===== config.mk =====
export PLATFORM = sky130hd
export DESIGN_NAME = cp0_exc_ctrl
export DESIGN_NICKNAME = d
export VERILOG_FILES = /design/src/rtl/cp0_pkg.sv /design/src/rtl/cp0_timer.sv /design/src/rtl/cp0_exc_ctrl.sv
export SDC_FILE = /design/constraint.sdc
export NUM_CORES = 1
export LEC_CHECK = 0
export BUFFER_PORTS_ARGS = -buffer_cell sky130_fd_sc_hd__buf_2
export CORE_MARGIN = 5
export CORE_UTILIZATION = 45
export CTS_CLUSTER_SIZE = 10
export DETAILED_ROUTE_END_ITERATION = 10
export PLACE_DENSITY_LB_ADDON = 0.1
export SYNTH_ARGS = -nofsm -noshare
export SYNTH_HDL_FRONTEND = slang
export SYNTH_SLANG_ARGS = --single-unit

===== constraint.sdc =====
create_clock -name clk -period 2.43 [get_ports clk]
set_clock_uncertainty 0.15 [all_clocks]
set_input_delay 0.243 -clock clk [delete_from_list [all_inputs] [get_ports clk]]
set_output_delay 0.243 -clock clk [all_outputs]
set_load 0.05 [all_outputs]

===== src/rtl/cp0_pkg.sv =====
// Shared CP0 definitions: register numbers, bit positions, exception codes.
// Latency: n/a (constants only).
// Backpressure: n/a.
package cp0_pkg;

    // Coprocessor-0 register numbers as seen by mtc0/mfc0
    localparam logic [4:0] REG_COUNT   = 5'd9;
    localparam logic [4:0] REG_COMPARE = 5'd11;
    localparam logic [4:0] REG_SR      = 5'd12;
    localparam logic [4:0] REG_CAUSE   = 5'd13;
    localparam logic [4:0] REG_EPC     = 5'd14;

    // SR / Cause field positions
    localparam int IM_HI  = 15;
    localparam int IM_LO  = 10;
    localparam int EXL    = 1;
    localparam int IE     = 0;
    localparam int BD     = 31;
    localparam int EXC_HI = 6;
    localparam int EXC_LO = 2;

    // Exception codes
    localparam logic [4:0] EXC_INT  = 5'd0;
    localparam logic [4:0] EXC_ADEL = 5'd4;
    localparam logic [4:0] EXC_ADES = 5'd5;
    localparam logic [4:0] EXC_RI   = 5'd10;
    localparam logic [4:0] EXC_OV   = 5'd12;

    // Handler entry, consumed by the fetch mux
    localparam logic [31:0] HANDLER_PC = 32'h0000_4180;

endpackage


===== src/rtl/cp0_timer.sv =====
// Count/Compare timer: free-running Count, Compare match latches TimerPend.
// Latency: Count updates every edge; TimerPend sets one edge after Count == Compare.
// Backpressure: none; writes always accepted when the write strobes are high.
//
// Ports:
//   clk, reset          clock, synchronous active-high reset
//   wr_count_i          load Count with wdata_i (takes precedence over increment)
//   wr_compare_i        load Compare with wdata_i and clear TimerPend
//   wdata_i             mtc0 write data
//   count_o, compare_o  current register values
//   pend_o              latched timer interrupt
module cp0_timer (
    input  logic        clk,
    input  logic        reset,
    input  logic        wr_count_i,
    input  logic        wr_compare_i,
    input  logic [31:0] wdata_i,
    output logic [31:0] count_o,
    output logic [31:0] compare_o,
    output logic        pend_o
);

    logic [31:0] count_q, count_d;
    logic [31:0] compare_q, compare_d;
    logic        pend_q, pend_d;

    always_comb begin
        count_d   = count_q + 32'd1;
        compare_d = compare_q;
        pend_d    = pend_q;
        if (wr_count_i) begin
            count_d = wdata_i;
        end
        if (count_q == compare_q) begin
            pend_d = 1'b1;
        end
        // A Compare write acknowledges the interrupt and wins over a match
        if (wr_compare_i) begin
            compare_d = wdata_i;
            pend_d    = 1'b0;
        end
    end

    always_ff @(posedge clk) begin
        if (reset) begin
            count_q   <= '0;
            compare_q <= '0;
            pend_q    <= 1'b0;
        end else begin
            count_q   <= count_d;
            compare_q <= compare_d;
            pend_q    <= pend_d;
        end
    end

    assign count_o   = count_q;
    assign compare_o = compare_q;
    assign pend_o    = pend_q;

endmodule


===== src/rtl/cp0_exc_ctrl.sv =====
// CP0 exception/interrupt controller: holds SR/Cause/EPC, raises Req to flush and redirect.
// Latency: Req, CP0Out, EPCOut combinational; register updates take effect next edge.
// Backpressure: none; a mtc0 coinciding with Req is dropped and replayed by the pipeline.
//
// Optional feature macro: CP0_TIMER_EN adds Count (#9) / Compare (#11) and the timer
// interrupt on Cause.IP[15].
//
// Ports:
//   clk, reset   clock, synchronous active-high reset
//   en           mtc0 write enable; CP0Add selects register, CP0In is data
//   CP0Out       mfc0 read data of CP0Add (pre-edge state)
//   VPC, BDIn    M-stage PC and delay-slot flag of the victim instruction
//   ExcCodeIn    M-stage exception code, 0 = none
//   HWInt        level-sensitive external interrupt lines
//   EXLClr       eret in M stage
//   EPCOut       current EPC for the eret redirect
//   Req          take exception/interrupt this cycle
module cp0_exc_ctrl
    import cp0_pkg::*;
#(
    parameter logic [31:0] HANDLER_PC = cp0_pkg::HANDLER_PC,
    parameter int          HWINT_W    = 6
) (
    input  logic               clk,
    input  logic               reset,
    input  logic               en,
    input  logic [4:0]         CP0Add,
    input  logic [31:0]        CP0In,
    output logic [31:0]        CP0Out,
    input  logic [31:0]        VPC,
    input  logic               BDIn,
    input  logic [4:0]         ExcCodeIn,
    input  logic [HWINT_W-1:0] HWInt,
    input  logic               EXLClr,
    output logic [31:0]        EPCOut,
    output logic               Req
);

    // The handler address lives here only so the fetch mux can pick it up.
    logic unused_handler_pc;
    assign unused_handler_pc = ^HANDLER_PC;

    logic [HWINT_W-1:0] sr_im_q, sr_im_d;
    logic               sr_exl_q, sr_exl_d;
    logic               sr_ie_q, sr_ie_d;
    logic               cause_bd_q, cause_bd_d;
    logic [HWINT_W-1:0] cause_ip_q, cause_ip_d;
    logic [4:0]         cause_exc_q, cause_exc_d;
    logic [31:0]        epc_q, epc_d;

    logic [HWINT_W-1:0] int_lines;
    logic               int_req;
    logic               exc_req;
    logic               wr_ok;

    // Writes are only honoured when no exception is being taken
    assign wr_ok = en & ~Req;

`ifdef CP0_TIMER_EN
    logic [31:0] count_val;
    logic [31:0] compare_val;
    logic        timer_pend;

    cp0_timer u_timer (
        .clk          (clk),
        .reset        (reset),
        .wr_count_i   (wr_ok && (CP0Add == REG_COUNT)),
        .wr_compare_i (wr_ok && (CP0Add == REG_COMPARE)),
        .wdata_i      (CP0In),
        .count_o      (count_val),
        .compare_o    (compare_val),
        .pend_o       (timer_pend)
    );

    // Timer shares the top interrupt line with HWInt[HWINT_W-1]
    assign int_lines = HWInt | {timer_pend, {(HWINT_W-1){1'b0}}};
`else
    assign int_lines = HWInt;
`endif

    assign int_req = (|(int_lines & sr_im_q)) & sr_ie_q & ~sr_exl_q;
    assign exc_req = (ExcCodeIn != 5'd0) & ~sr_exl_q;
    assign Req     = (int_req | exc_req) & ~reset;

    always_comb begin
        sr_im_d     = sr_im_q;
        sr_exl_d    = sr_exl_q;
        sr_ie_d     = sr_ie_q;
        cause_bd_d  = cause_bd_q;
        cause_exc_d = cause_exc_q;
        epc_d       = epc_q;
        // Pending lines are sampled every cycle, whatever else happens
        cause_ip_d  = int_lines;

        if (Req) begin
            sr_exl_d    = 1'b1;
            cause_bd_d  = BDIn;
            cause_exc_d = int_req ? EXC_INT : ExcCodeIn;
            // Delay-slot victims restart at the branch
            epc_d       = BDIn ? (VPC - 32'd4) : VPC;
        end else begin
            if (wr_ok) begin
                case (CP0Add)
                    REG_SR: begin
                        sr_im_d  = CP0In[IM_LO +: HWINT_W];
                        sr_exl_d = CP0In[EXL];
                        sr_ie_d  = CP0In[IE];
                    end
                    REG_EPC: epc_d = CP0In;
                    default: ;
                endcase
            end
            // eret clears EXL after any same-cycle SR write
            if (EXLClr) begin
                sr_exl_d = 1'b0;
            end
        end
    end

    always_ff @(posedge clk) begin
        if (reset) begin
            sr_im_q     <= '0;
            sr_exl_q    <= 1'b0;
            sr_ie_q     <= 1'b0;
            cause_bd_q  <= 1'b0;
            cause_ip_q  <= '0;
            cause_exc_q <= '0;
            epc_q       <= '0;
        end else begin
            sr_im_q     <= sr_im_d;
            sr_exl_q    <= sr_exl_d;
            sr_ie_q     <= sr_ie_d;
            cause_bd_q  <= cause_bd_d;
            cause_ip_q  <= cause_ip_d;
            cause_exc_q <= cause_exc_d;
            epc_q       <= epc_d;
        end
    end

    always_comb begin
        CP0Out = '0;
        case (CP0Add)
            REG_SR: begin
                CP0Out[IM_LO +: HWINT_W] = sr_im_q;
                CP0Out[EXL]              = sr_exl_q;
                CP0Out[IE]               = sr_ie_q;
            end
            REG_CAUSE: begin
                CP0Out[BD]               = cause_bd_q;
                CP0Out[IM_LO +: HWINT_W] = cause_ip_q;
                CP0Out[EXC_HI:EXC_LO]    = cause_exc_q;
            end
            REG_EPC: CP0Out = epc_q;
`ifdef CP0_TIMER_EN
            REG_COUNT:   CP0Out = count_val;
            REG_COMPARE: CP0Out = compare_val;
`endif
            default: CP0Out = '0;
        endcase
    end

    assign EPCOut = epc_q;

endmodule

# Yosys cells after proc, flatten, opt, wreduce, memory -nomap -nowiden
# Index checks and enable logic that the tools add are counted.
totals:
  in_bits: 85
  wordCells: 45
  output_inout_bits: 65
  ff_bits: 52
op_classes:
  n_reduce_logical: 9
  mux: 15
  bitwise_logic: 10
  addsub: 1
  eq_ne: 3
ops:
  columns: ["operator", "count"]
  rows:
  - ["$mux W32", 4]
  - ["$sub A32 B3 Y32 const B", 1]
  - ["$pmux W6 S3", 1]
  - ["$eq A5 B4 Y1 const B", 3]
  - ["$mux W15", 1]
  - ["$pmux W5 S2", 1]
  - ["$and A6 B6 Y6", 1]
  - ["$reduce_bool A3 Y1", 2]
  - ["$reduce_or A6 Y1", 1]
  - ["$and A1 B1 Y1", 5]
  - ["$mux W5", 1]
  - ["$reduce_bool A5 Y1", 1]
  - ["$mux W1", 4]
  - ["$pmux W2 S2", 1]
  - ["$reduce_and A2 Y1", 2]
  - ["$reduce_bool A2 Y1", 2]
  - ["$mux W3", 1]
  - ["$not A1 Y1", 3]
  - ["$reduce_and A3 Y1", 1]
  - ["$pmux W1 S2", 1]
  - ["$or A1 B1 Y1", 1]

# Logic depth before layout (Yosys ltp)
logic_depth:
  depth_word: 11
  mapped_depth: 6
  depth_no_buf: 6

# Worst setup path after synthesis
# No wires, ideal clock.
synth_path:
  path_kind: "in2reg"
  startpoint: "input port VPC[10]"
  endpoint: "register epc_q[25], in the netlist EPCOut[25]"
  path_slack_ps: 213
  path_buffers: 1
  t_required_ps: 2189
  cell_stages: 5
  arrival_ps: 1976
  setup_time_ps: 91
  cell_sequence: "or4_4 or3_1 buf_2 or4_1 a311oi_1"
synth_between:
  elab_chain_len: 3
synth_lines:
  columns: ["element", "line_no", "rtl"]
  rows:
  - ["start: declaration", "cp0_exc_ctrl.sv:30", "input logic [31:0] VPC,"]
  - ["$sub A32 B3 Y32", "cp0_exc_ctrl.sv:100", "epc_d = BDIn ? (VPC - 32'd4) : VPC;"]
  - ["$mux W32", "cp0_exc_ctrl.sv:100", null]
  - ["$mux W32", "cp0_exc_ctrl.sv:95", "if (Req) begin"]
  - ["end signal: assignment", "cp0_exc_ctrl.sv:136", "epc_q <= epc_d;"]
  - ["end: declaration", "cp0_exc_ctrl.sv:49", "logic [31:0] epc_q, epc_d;"]
# No other way between the ends.
# A chain may end at the register's enable or synchronous reset.

# Final worst setup path
layout_path:
  startpoint: "register sr_im_q[0]"
  endpoint: "output port Req"
layout_between:
  elab_chain_len: 6
layout_lines:
  columns: ["element", "line_no", "rtl"]
  rows:
  - ["start: declaration", "cp0_exc_ctrl.sv:43", "logic [HWINT_W-1:0] sr_im_q, sr_im_d;"]
  - ["start signal: assignment", "cp0_exc_ctrl.sv:130", "sr_im_q <= sr_im_d;"]
  - ["$and A6 B6 Y6", "cp0_exc_ctrl.sv:81", "assign int_req = (|(int_lines & sr_im_q)) & sr_ie_q & ~sr_exl_q;"]
  - ["$reduce_or A6 Y1", "cp0_exc_ctrl.sv:81", null]
  - ["$and A1 B1 Y1 (2 in series)", "cp0_exc_ctrl.sv:81", null]
  - ["$or A1 B1 Y1", "cp0_exc_ctrl.sv:83", "assign Req = (int_req | exc_req) & ~reset;"]
  - ["$and A1 B1 Y1", "cp0_exc_ctrl.sv:83", null]
  - ["end: declaration", "cp0_exc_ctrl.sv:36", "output logic Req"]
# No other way between the ends.

==> run metrics <==
critical path cell sequence=a22oi_1 -> a311oi_2 -> nor2_1 -> nor2_1 -> buf_2; fmax=459 MHz; non-filler cells, final=641; compound-cell area share of the yosys netlist=0.265; Peak supply drop=0.288 mV; WP buf/inv=1; most common library cells after synthesis=dfxtp_1, clkbuf_1, and4_1; Synth Register Bits=52; Met1 Wirelength=5480 um; Post-synth EDFFs=0; Synth Flop Type=dfxtp_1; syn avg cell area=8.41 um^2; routed wire length=11,900 um; cells on worst reg2reg path=5; Die H=96.7 um; critical path class=flip-flop to output pin; CP top delay family=compound AO/OA/AOI/OAI gates; status=completed; max incr delay on CP=450 ps; Clock Path Buffers=2; CTS Buf Count=5; Initial Util=0.463; post-CTS sizing=0; cells after synthesis=402; Netlist cell types=48; HPWL Detailed=9120 um; yosys synthesis warning count=0; slew at the pin closest to its max-slew limit=662 ps; Setup Fix Bufs, Post-CTS=0; Setup crit start kind=flip-flop; CP Max Fanout=3; gpl congestion=0.889; Crit. End Element=output pin; Clock Latency Late Sink=310 ps; total gr overflow=0; CTS tree=done; clk sinks=52; most frequent cell after synthesis=dfxtp_1; Final Hold Slack=6.51 ps; Simple-Gate Fraction of Synth Area=0.292; uppermost layer routed=met4; H-tree Lvls=2; total power=2.21 mW; post-synthesis sequential area ratio=0.308; Core Region=7290 um^2; Worst R2R Start=sr_im_q[0]; Leak Pwr=1.98 nW; input/output buffers=149; first-pass GRT wire length=18,500 um; RSZ-0062 raised after global routing=false; Worst Path Required=2040 ps; drt first pass iters=5; I/O pins=150; Setup TNS=0 ps; slowest CP cell=a311oi_2; Tmin final=2180 ps; total of max-cap violations=0; routed via count=3,941; Die Wd=96.7 um; vias in the first global route=3,629; PD cells=499 nW/um^2; vias per std cell=6.15; Worst slew margin=0.547; Synth async-reset ratio=0; root cell of the clock tree=clkbuf_8; die area=9340 um^2; Placed Cells=633; leading area contributor after synthesis=dfxtp_1; wire per inst=18.5 um; initial antenna violation count=0; Synth area leaders=dfxtp_1, and4_1, a2111oi_0; arrival time worst endpoint=1780 ps; worst hold-check path type=primary input to flip-flop; Fill cells=725; largest net degree at the start of global routing=34; area grow syn2layout=30.9%; Hold Path Origin=HWInt[5]; R2R setup slack=350 ps; # setup viols final=0; crit-path most repeated cell=nor2_1; starting DRC count in detailed routing=293; Post-Syn Area=3380 um^2; met2 WL=5220 um; CTS clk-pin slew, worst paths=100 ps; fin. max-slew vios=0; Worst Hold Path EP=cause_ip_q[5]; adder and majority cell fraction of the synthesized area=0.00370; worst flop-to-flop path endpoint=EPCOut[26]; final hold vios=0; Final Cycle Share=0.896; Final nets=627; Hold Buf Count CTS=0; largest family of logic cells by synthesized area=simple AND/OR/NAND/NOR gates; # diodes=0; Post-Synth XOR/XNOR Area=0.0337; Detail Route Antenna Nets=0; GRT Overall Usage=0.236; # DRC=0; num rows=31; routed wl met3=1000 um; layout cell share with drive strength beyond 1=0.349; mux share of post-synthesis cell area=0.0355; hold path depth=2; area share of the largest cell type after synthesis=0.308; syn nets=488
## per-layer routing
layer  vias to the layer above  GRT usage
met5                         -          0
met4                         0     0.0572
met3                        13     0.0496
met2                       170      0.364
met1                      1857      0.335
li1                       1901          -
## layout make-up
cell class | instances | area (um^2) | area share
clock buffer | 5 | 68.8 | 0.0156
tap | 99 | 124 | 0.0280
sequential | 52 | 1040 | 0.235
timing repair buffer | 173 | 938 | 0.212
inverter | 15 | 56.3 | 0.0127
multi-input combinational | 294 | 2150 | 0.486
clock inverter | 3 | 46.3 | 0.0105
## registers in the layout (all words and copies together), names as in the netlist
register	flops
EPCOut	32
cause_ip_q	6
sr_im_q	6
cause_exc_q	5
cause_bd_q	1
sr_exl_q	1
sr_ie_q	1
## worst max path at each step
stage	from	end	slack, ps	cells past startpoint
CTS	sr_im_q[0]	Req	240	5
global route	sr_im_q[0]	Req	130	5
detailed placement	VPC[20]	EPCOut[26]	20	6
global placement	VPC[20]	EPCOut[26]	40	6
finish	sr_im_q[0]	Req	250	5
floorplan	VPC[10]	EPCOut[25]	210	5
## cell usage in the layout, fill, tap and decap left out, types with 7 or more instances in the layout
cell type,synthesis,final
nor3_1,8,8
and3_1,18,18
a31oi_1,7,7
xor2_1,8,8
or4_1,12,12
a21oi_1,13,13
dfxtp_1,52,52
inv_1,14,14
a2111oi_0,24,24
and4_1,29,29
buf_2,1,149
o31ai_1,9,9
nand2_1,19,19
buf_4,0,23
mux2i_1,12,12
a22o_1,8,8
or3_1,7,7
nor2_1,10,10
a211oi_1,16,16
nand3_1,17,17
a311oi_1,14,13
## cells by family (layout without fill, tap and decap cells)
group                    Yosys count  after routing
XOR/XNOR                          13             13
adder cells (fa/ha/maj)            1              1
multiplexers                      12             12
flip-flops                        52             52
AND/OR/NAND/NOR                  153            153
buffers and inverters             56            196
AO/OA/AOI/OAI                    115            115
## through the flow
step | utilization | area [um^2] | setup slack [ps]
floorplan | - | 3380 | 213
global placement | 0.591 | 4310 | 37.5
detailed placement | 0.591 | 4310 | 16.1
CTS | 0.607 | 4420 | 239
global route | 0.607 | 4420 | 130
finish | 0.607 | 4420 | 252
## report_power, final
part	internal (mW)	switching, mW	total (mW)
combinational	0.197	0.429	0.626
clock	0.311	0.307	0.618
sequential	0.917	0.0470	0.964
total	1.43	0.784	2.21
(Power assumes the default switching activity.)
